--- config.mk ---
export PLATFORM = sky130hd
export DESIGN_NAME = fifo_rr_scheduler
export DESIGN_NICKNAME = d
export VERILOG_FILES = /design/src/rtl/fifo_rr_scheduler.sv
export SDC_FILE = /design/constraint.sdc
export NUM_CORES = 1
export LEC_CHECK = 0
export ABC_CLOCK_PERIOD_IN_PS = 4200
export CAP_MARGIN = 20
export CORE_MARGIN = 2
export CORE_UTILIZATION = 39
export CTS_CLUSTER_DIAMETER = 50
export DETAILED_ROUTE_END_ITERATION = 10
export MAX_ROUTING_LAYER = met4
export PLACE_DENSITY = 0.85
export SLEW_MARGIN = 40
export SYNTH_ARGS = -nofsm -noshare
export SYNTH_HDL_FRONTEND = slang
export SYNTH_SLANG_ARGS = --single-unit
--- constraint.sdc ---
create_clock -name clk -period 4.2 [get_ports clk]
set_clock_uncertainty 0.15 [all_clocks]
set_input_delay 0.84 -clock clk [delete_from_list [all_inputs] [get_ports clk]]
set_output_delay 0.84 -clock clk [all_outputs]
set_load 0.01 [all_outputs]
--- src/rtl/fifo_rr_scheduler.sv ---
// Round-robin read scheduler for a bank of four data FIFOs feeding one registered output.
// One pop per cycle at most; popped words surface on data_out two cycles after the pop.
module fifo_rr_scheduler #(
    parameter int tamano_datos = 10,
    parameter int num_fifos    = 4
) (
    input  logic                              clk,
    input  logic                              reset,
    input  logic [num_fifos-1:0]              fifo_empty,
    input  logic [num_fifos-1:0]              fifo_error,
    input  logic [num_fifos*tamano_datos-1:0] fifo_data,
    input  logic [num_fifos-1:0]              channel_enable,
    input  logic                              down_almost_full,
    output logic [num_fifos-1:0]              read_enable,
    output logic [tamano_datos-1:0]           data_out,
    output logic                              valid_out,
    output logic [1:0]                        sel,
    output logic                              error_out,
    output logic [1:0]                        state
);

    typedef enum logic [1:0] {
        IDLE   = 2'd0,
        ACTIVE = 2'd1,
        STALL  = 2'd2,
        ERROR  = 2'd3
    } state_t;

    state_t                  r_state;
    state_t                  w_state_nxt;
    logic [1:0]              r_rr_ptr;
    logic                    r_v1;
    logic [1:0]              r_s1;
    logic [num_fifos-1:0]    w_request;
    logic                    w_any_req;
    logic [1:0]              w_grant;
    logic                    w_pop;
    logic [tamano_datos-1:0] w_word;

    assign w_request = ~fifo_empty & channel_enable;
    assign w_any_req = |w_request;

    // Rotating priority search starting at the round-robin pointer.
    always_comb begin
        logic [1:0] idx;
        logic       found;
        w_grant = r_rr_ptr;
        found   = 1'b0;
        for (int k = 0; k < num_fifos; k++) begin
            idx = r_rr_ptr + 2'(k);
            if (!found && w_request[idx]) begin
                w_grant = idx;
                found   = 1'b1;
            end
        end
    end

    always_comb begin
        read_enable = '0;
        if (r_state == ACTIVE && !down_almost_full && w_any_req) begin
            read_enable[w_grant] = 1'b1;
        end
    end

    assign w_pop = |read_enable;

    always_comb begin
        w_state_nxt = r_state;
        if (|fifo_error) begin
            w_state_nxt = ERROR;
        end else begin
            case (r_state)
                IDLE: begin
                    if (w_any_req) begin
                        w_state_nxt = down_almost_full ? STALL : ACTIVE;
                    end
                end
                ACTIVE: begin
                    if (down_almost_full) begin
                        w_state_nxt = STALL;
                    end else if (!w_any_req) begin
                        w_state_nxt = IDLE;
                    end
                end
                STALL: begin
                    if (!down_almost_full) begin
                        w_state_nxt = w_any_req ? ACTIVE : IDLE;
                    end
                end
                ERROR: begin
                    w_state_nxt = ERROR;
                end
                default: begin
                    w_state_nxt = IDLE;
                end
            endcase
        end
    end

    always_ff @(posedge clk or posedge reset) begin
        if (reset) begin
            r_state <= IDLE;
        end else begin
            r_state <= w_state_nxt;
        end
    end

    always_ff @(posedge clk or posedge reset) begin
        if (reset) begin
            r_rr_ptr <= 2'd0;
        end else if (w_pop) begin
            r_rr_ptr <= w_grant + 2'd1;
        end
    end

    // The FIFO presents the popped word one cycle after the pop, so the mux uses the delayed grant.
    always_comb begin
        w_word = '0;
        for (int i = 0; i < num_fifos; i++) begin
            if (r_s1 == 2'(i)) begin
                w_word = fifo_data[i*tamano_datos +: tamano_datos];
            end
        end
    end

    always_ff @(posedge clk or posedge reset) begin
        if (reset) begin
            r_v1      <= 1'b0;
            r_s1      <= 2'd0;
            data_out  <= '0;
            valid_out <= 1'b0;
            sel       <= 2'd0;
        end else begin
            r_v1      <= w_pop;
            r_s1      <= w_grant;
            valid_out <= r_v1;
            if (r_v1) begin
                data_out <= w_word;
                sel      <= r_s1;
            end
        end
    end

    assign state     = r_state;
    assign error_out = (r_state == ERROR);

endmodule

---- Yosys cells after proc, flatten, opt, wreduce, memory -nomap -nowiden ----
Cells that the tools add are included.
word-level totals
  register bits ........................... 20
  input bits .............................. 55
  output and inout port bits .............. 20
cells by class
  add/subtract/negate cells ............... 4
  $lt $le $gt $ge ......................... 6
  equality and inequality tests ........... 9
  muxes and demuxes ....................... 29
  bitwise operators ....................... 2
  reduce and logical (&&, ||, !) cells .... 16
operator list
  operator               number
  $mux W10               4
  $mux W2                9
  $lt A2 B3 Y1 const B   5
  $reduce_or A4 Y1       3
  $mux W1                9
  $bmux W1 S2            4
  $eq A2 B2 Y1 const B   4
  $pmux W2 S4            1
  $logic_and A1 B1 Y1    6
  $ne A3 B3 Y1 const B   2
  $add A2 B1 Y2 const B  2
  $add A2 B2 Y2 const B  2
  $and A4 B4 Y4          1
  $eq A2 B1 Y1 const B   2
  $logic_not A1 Y1       4
  $logic_not A2 Y1       2
  $mux W4                1
  $ne A4 B3 Y1 const B   1
  $not A4 Y4             1
  $reduce_and A3 Y1      1
  $demux W1 S2           1
  $ge A2 B1 Y1 const B   1

---- Longest topological paths before layout ----
  word-level depth ........................ 20
  depth in mapped cells ................... 9
  mapped depth without buffers ............ 9

---- Worst setup path before layout ----
No wires, ideal clock.
  kind .................................... input -> output
  start ................................... in channel_enable[3]
  end ..................................... out read_enable[1]
  arrival ................................. 2.040 ns
  setup slack ............................. 1.170 ns
  stages on the path ...................... 6
  path buffers ............................ 0
  cell sequence ........................... nor2b_1 o22ai_1 a221oi_1 and2_1 ha_1 and2_2
between the ends
  cells in the longest elaborated chain, start to end .. 18
  elaborated cells between the ends (all ways) .. 29
ends and longest elaborated chain
  element                                                                    RTL line  text
  start: declaration                                                         12        input logic [num_fifos-1:0] channel_enable,
  $and A4 B4 Y4 (*)                                                          40        assign w_request = ~fifo_empty & channel_enable;
  $bmux W1 S2                                                                51        if (!found && w_request[idx]) begin
  $mux W1 (not written as such)                                              51
  $mux W1                                                                    51
  $logic_not A1 Y1                                                           51
  $logic_and A1 B1 Y1                                                        51
  $mux W1                                                                    51
  $logic_not A1 Y1                                                           51
  [... 3 more ...]                                                           -
  $logic_and A1 B1 Y1                                                        51
  $mux W2 (*)                                                                51
  named net w_grant[0]                                                       36        logic [1:0] w_grant;
  $lt A2 B3 Y1 (not written as such) / $ge A2 B1 Y1 (equally long branches)  61        read_enable[w_grant] = 1'b1;
  $logic_and A1 B1 Y1 (not written as such)                                  61
  $mux W1 (not written as such)                                              61
  $demux W1 S2 (*)                                                           61
  $mux W4 (*)                                                                60        if (r_state == ACTIVE && !down_almost_full && w_any_req) begin
  end: declaration                                                           14        output logic [num_fifos-1:0] read_enable,
The timed path passes the listed nets; every way through them passes the cells marked *. The select of a mux whose other input is x is not followed.

---- Worst setup path after layout ----
  start ................................... in channel_enable[1]
  end ..................................... out read_enable[3]
The elaborated chain is that of the path after synthesis.

==> run metrics <==
fraction of final layout cells with drive strength greater than 1 a little under a quarter; root cell of the clock tree sky130_fd_sc_hd__clkbuf_4; cell repeated most along the worst path sky130_fd_sc_hd__clkdlybuf4s50_1; overall fraction of global-route tracks in use between 10% and 20%; fin nets about 230; Hold Path Cell Cnt 1; hold path startpoint data_out[5]; number of buffers added for setup after CTS 0; total gr overflow 0; cell type with the largest total area after synthesis sky130_fd_sc_hd__dfrtp_1; Synthesis Warnings 0; simple logic cell fraction of the synthesized area 12.1%; clock share of power between 20% and 30%; arrival time at the worst endpoint about 3.2 ns; routed length per instance about 17 microns; Core Area slightly below 3000 sq um; register-to-register path setup slack roughly 1.8 ns; number of instances in the synthesized netlist 92; clock slew at reported path FFs between 0.1 and 0.15 ns; Detailed Route Iter0 Violations 34; Syn Nets around 150; final hold violation count 0; max-cap viol count 0; Initial Util between 40% and 50%; area of combinational cells with multiple inputs a little under 700 sq um; count of unique library cells instantiated by Yosys 30; Reg2Reg Depth 8; Seq. cell area roughly 500 sq um; worst r2r src r_rr_ptr[1]; worst setup path category input port to output port; share of the clock period used by the worst path after layout between 90% and 100%; end of the worst register-to-register path r_rr_ptr[1]; via count of the first global-routing pass 1099; relative contribution of sequential cells to total power a little under half; Via Count 1100; vias per cell around 5.5; number of setup violations in the final report 0; outcome completed; CTS Sinks 20; global-route wire length before repair between 4 and 5 mm; length of the first detailed-routing pass in iterations 5; Sw Pwr approximately 0.10 mW; RSZ-0062 raised after global routing true; class of the tightest hold or removal check flip-flop to flip-flop; Slew Limit Headroom 59.7%; Final Max Slew Viols 0; Primary FF master, synth sky130_fd_sc_hd__dfrtp_1; minimum clock period after layout between 4 and 5 ns; leakage power figure just over 0.8 nW; Worst VDD drop 0.0000873 V; top cell family by delay on the critical path buffers and inverters; post-synthesis instance area 1200 sq um; element type at the critical path end output port; TritonCTS buffer count 3; worst hold endpoint data_out[5]; crit path cell chain clkdlybuf4s50_1 > nor2b_1 > nor3_1 > a31o_2 > o32a_1 > ha_1 > and2_2 > clkdlybuf4s50_1; overall power 0.429 mW; number of synthesized register bits 20; initial antenna violation count 0; Clock Latency Late Sink 0.31 ns; part of the power in combinational logic 25.3%; WP buf/inv 2; number of primary I/O pins 75; internal power of the cells roughly 0.32 mW; total negative slack 0 ns; critical path startpoint category input port; die extent in y ~60 microns; multiplexer area fraction after synthesis between 30% and 40%; Post-Synthesis Mean Instance Area between 10 and 15 sq um; maximum number of pins on one net before global-route repair 21; growth of design area from synthesis to finish 68.8%; number of buffers between clock root and the deepest sink 2; overall die width 59.4 microns; xor and xnor fraction of the mapped netlist area 0%; count of input and output buffers 74; maximum clock frequency approximately 240 MHz; highest fanout seen on the critical path 3; area enclosed by the die boundary 3530 sq um; largest cells by area after synthesis sky130_fd_sc_hd__dfrtp_1 42%, sky130_fd_sc_hd__mux4_2 19%, sky130_fd_sc_hd__mux2_2 11%; async set-or-reset flop fraction in the synthesized netlist 100%; total power per unit cell area about 210 nW/um^2; largest incremental delay on the critical path about 0.48 ns; post-synth top area share 41.8%; total wire length after detailed routing around 3.3 mm; Antenna Nets Post-Route 0; synthesized-area fraction occupied by ao, oa, aoi and oai cells ~8.4%; CTS tree built; post-synthesis sequential area ratio between 40% and 50%; worst-margin pin slew around 0.6 ns; data required time at the worst endpoint 3.21 ns; H-Tree Depth 1; total of fill cells in the finished design 229; arithmetic-cell share of the synthesized area counting full adders, half adders and majority gates between 4 and 5%; combinational family with the most area after synthesis multiplexers; sw frac 24.4%; HPWL reported at the end of detailed placement between 2 and 3 mm; diodes inserted 0; number of standard-cell rows in the floorplan 20; number of remaining DRC errors 0; placer congestion estimate around 0.75; number of synthesized flops with an enable pin 0; cell type of the slowest stage on the worst timing path sky130_fd_sc_hd__clkdlybuf4s50_1
## per-layer routing
layer | up-vias | GRT usage (%) | wire, microns
met4 | 0 | 5.84 | 44
li1 | 500 | - | -
met1 | 514 | 22.1 | 1300
met5 | - | - | 0
met3 | 4 | 3.93 | 404
met2 | 82 | 33.3 | 1590
## cell usage in the layout, fill, tap and decap left out, drive strengths merged
cell           instances
nor4                   3
o22ai                  1
o32a                   1
o32ai                  1
ha                     4
a31oi                  1
inv                    4
dfrtp                 20
a21oi                  2
o211ai                 1
o21ai                  2
nand2                  4
a41oi                  1
a221oi                 1
nand2b                 4
mux4                  10
o21a                   1
nor3                   1
mux2                  13
clkbuf                 4
clkdlybuf4s50         74
and2                   6
or3b                   1
nor2                   4
a31o                   1
nor2b                  2
## power groups by stage
| stage | combinational [mW] | sequential [mW] | clock [mW] |
|---|---|---|---|
| floorplan | 0.0514 | 0.201 | 0 |
| global placement | 0.102 | 0.208 | 0 |
| detailed placement | 0.105 | 0.208 | 0 |
| CTS | 0.106 | 0.205 | 0.119 |
| global route | 0.116 | 0.206 | 0.125 |
| finish | 0.108 | 0.204 | 0.117 |
## final cells by class
cell class,count,share of cell area [%]
Inverter,4,0.742
Sequential cell,20,24.7
Multi-Input combinational cell,65,34.1
Clock buffer,4,1.79
Tap cell,33,2.04
Timing Repair Buffer,74,36.6
## flip-flops by register name, indices dropped and copies added, names as in the netlist
signal and cells:
sel 2, valid_out 1, r_s1 2, data_out 10
r_rr_ptr 2, r_v1 1, state 2
## worst max-delay path by stage
stage,start,endpoint,slack (ns),cells after the start
after floorplan,channel_enable[3],read_enable[1],1.17,6
after global placement,channel_enable[3],read_enable[3],0.1,8
after detailed placement,channel_enable[3],read_enable[3],-0.01,8
after CTS,fifo_empty[0],read_enable[3],0.02,8
after global routing,channel_enable[3],read_enable[3],-0.05,8
final,channel_enable[1],read_enable[3],0.05,8
## cells in the mapped netlist, types with 2 or more instances
cell,count
sky130_fd_sc_hd__a21oi_1,2
sky130_fd_sc_hd__and2_2,4
sky130_fd_sc_hd__dfrtp_1,20
sky130_fd_sc_hd__ha_1,4
sky130_fd_sc_hd__inv_1,4
sky130_fd_sc_hd__mux2_2,12
sky130_fd_sc_hd__mux4_2,10
sky130_fd_sc_hd__nand2_1,4
sky130_fd_sc_hd__nand2b_1,4
sky130_fd_sc_hd__nor2_1,4
sky130_fd_sc_hd__nor2b_1,2
sky130_fd_sc_hd__nor4_1,3
sky130_fd_sc_hd__o21ai_0,2
## logic make-up (layout without fill, tap and decap cells)
kind of cell               count (synthesis)  in the layout
AOI/OAI and AO/OA                         13             13
adders and majority gates                  4              4
buffers and inverters                      7             82
DFF                                       20             20
muxes                                     23             23
and+or+nand+nor                           25             25
## through the flow
stage / utilization, % / worst slack [ns] / instance area, sq um / hold WS, ns / instances
after floorplan: - / 1.17 / 1200 / 0.257 / 92
after global placement: 66.1 / 0.0953 / 1970 / 0.340 / 196
after detailed placement: 66.1 / -0.0135 / 1970 / 0.345 / 196
after CTS: 67.4 / 0.0207 / 2010 / 0.372 / 200
after global routing: 67.9 / -0.0508 / 2020 / 0.393 / 200
final: 67.9 / 0.0463 / 2020 / 0.369 / 200
## timing repair
item | in CTS | in global routing
gates resized for setup | 1 | 3
endpoints found under the setup margin | 2 | 4
hold buffers | 0 | 0
Power figures use the tool's default switching activity.
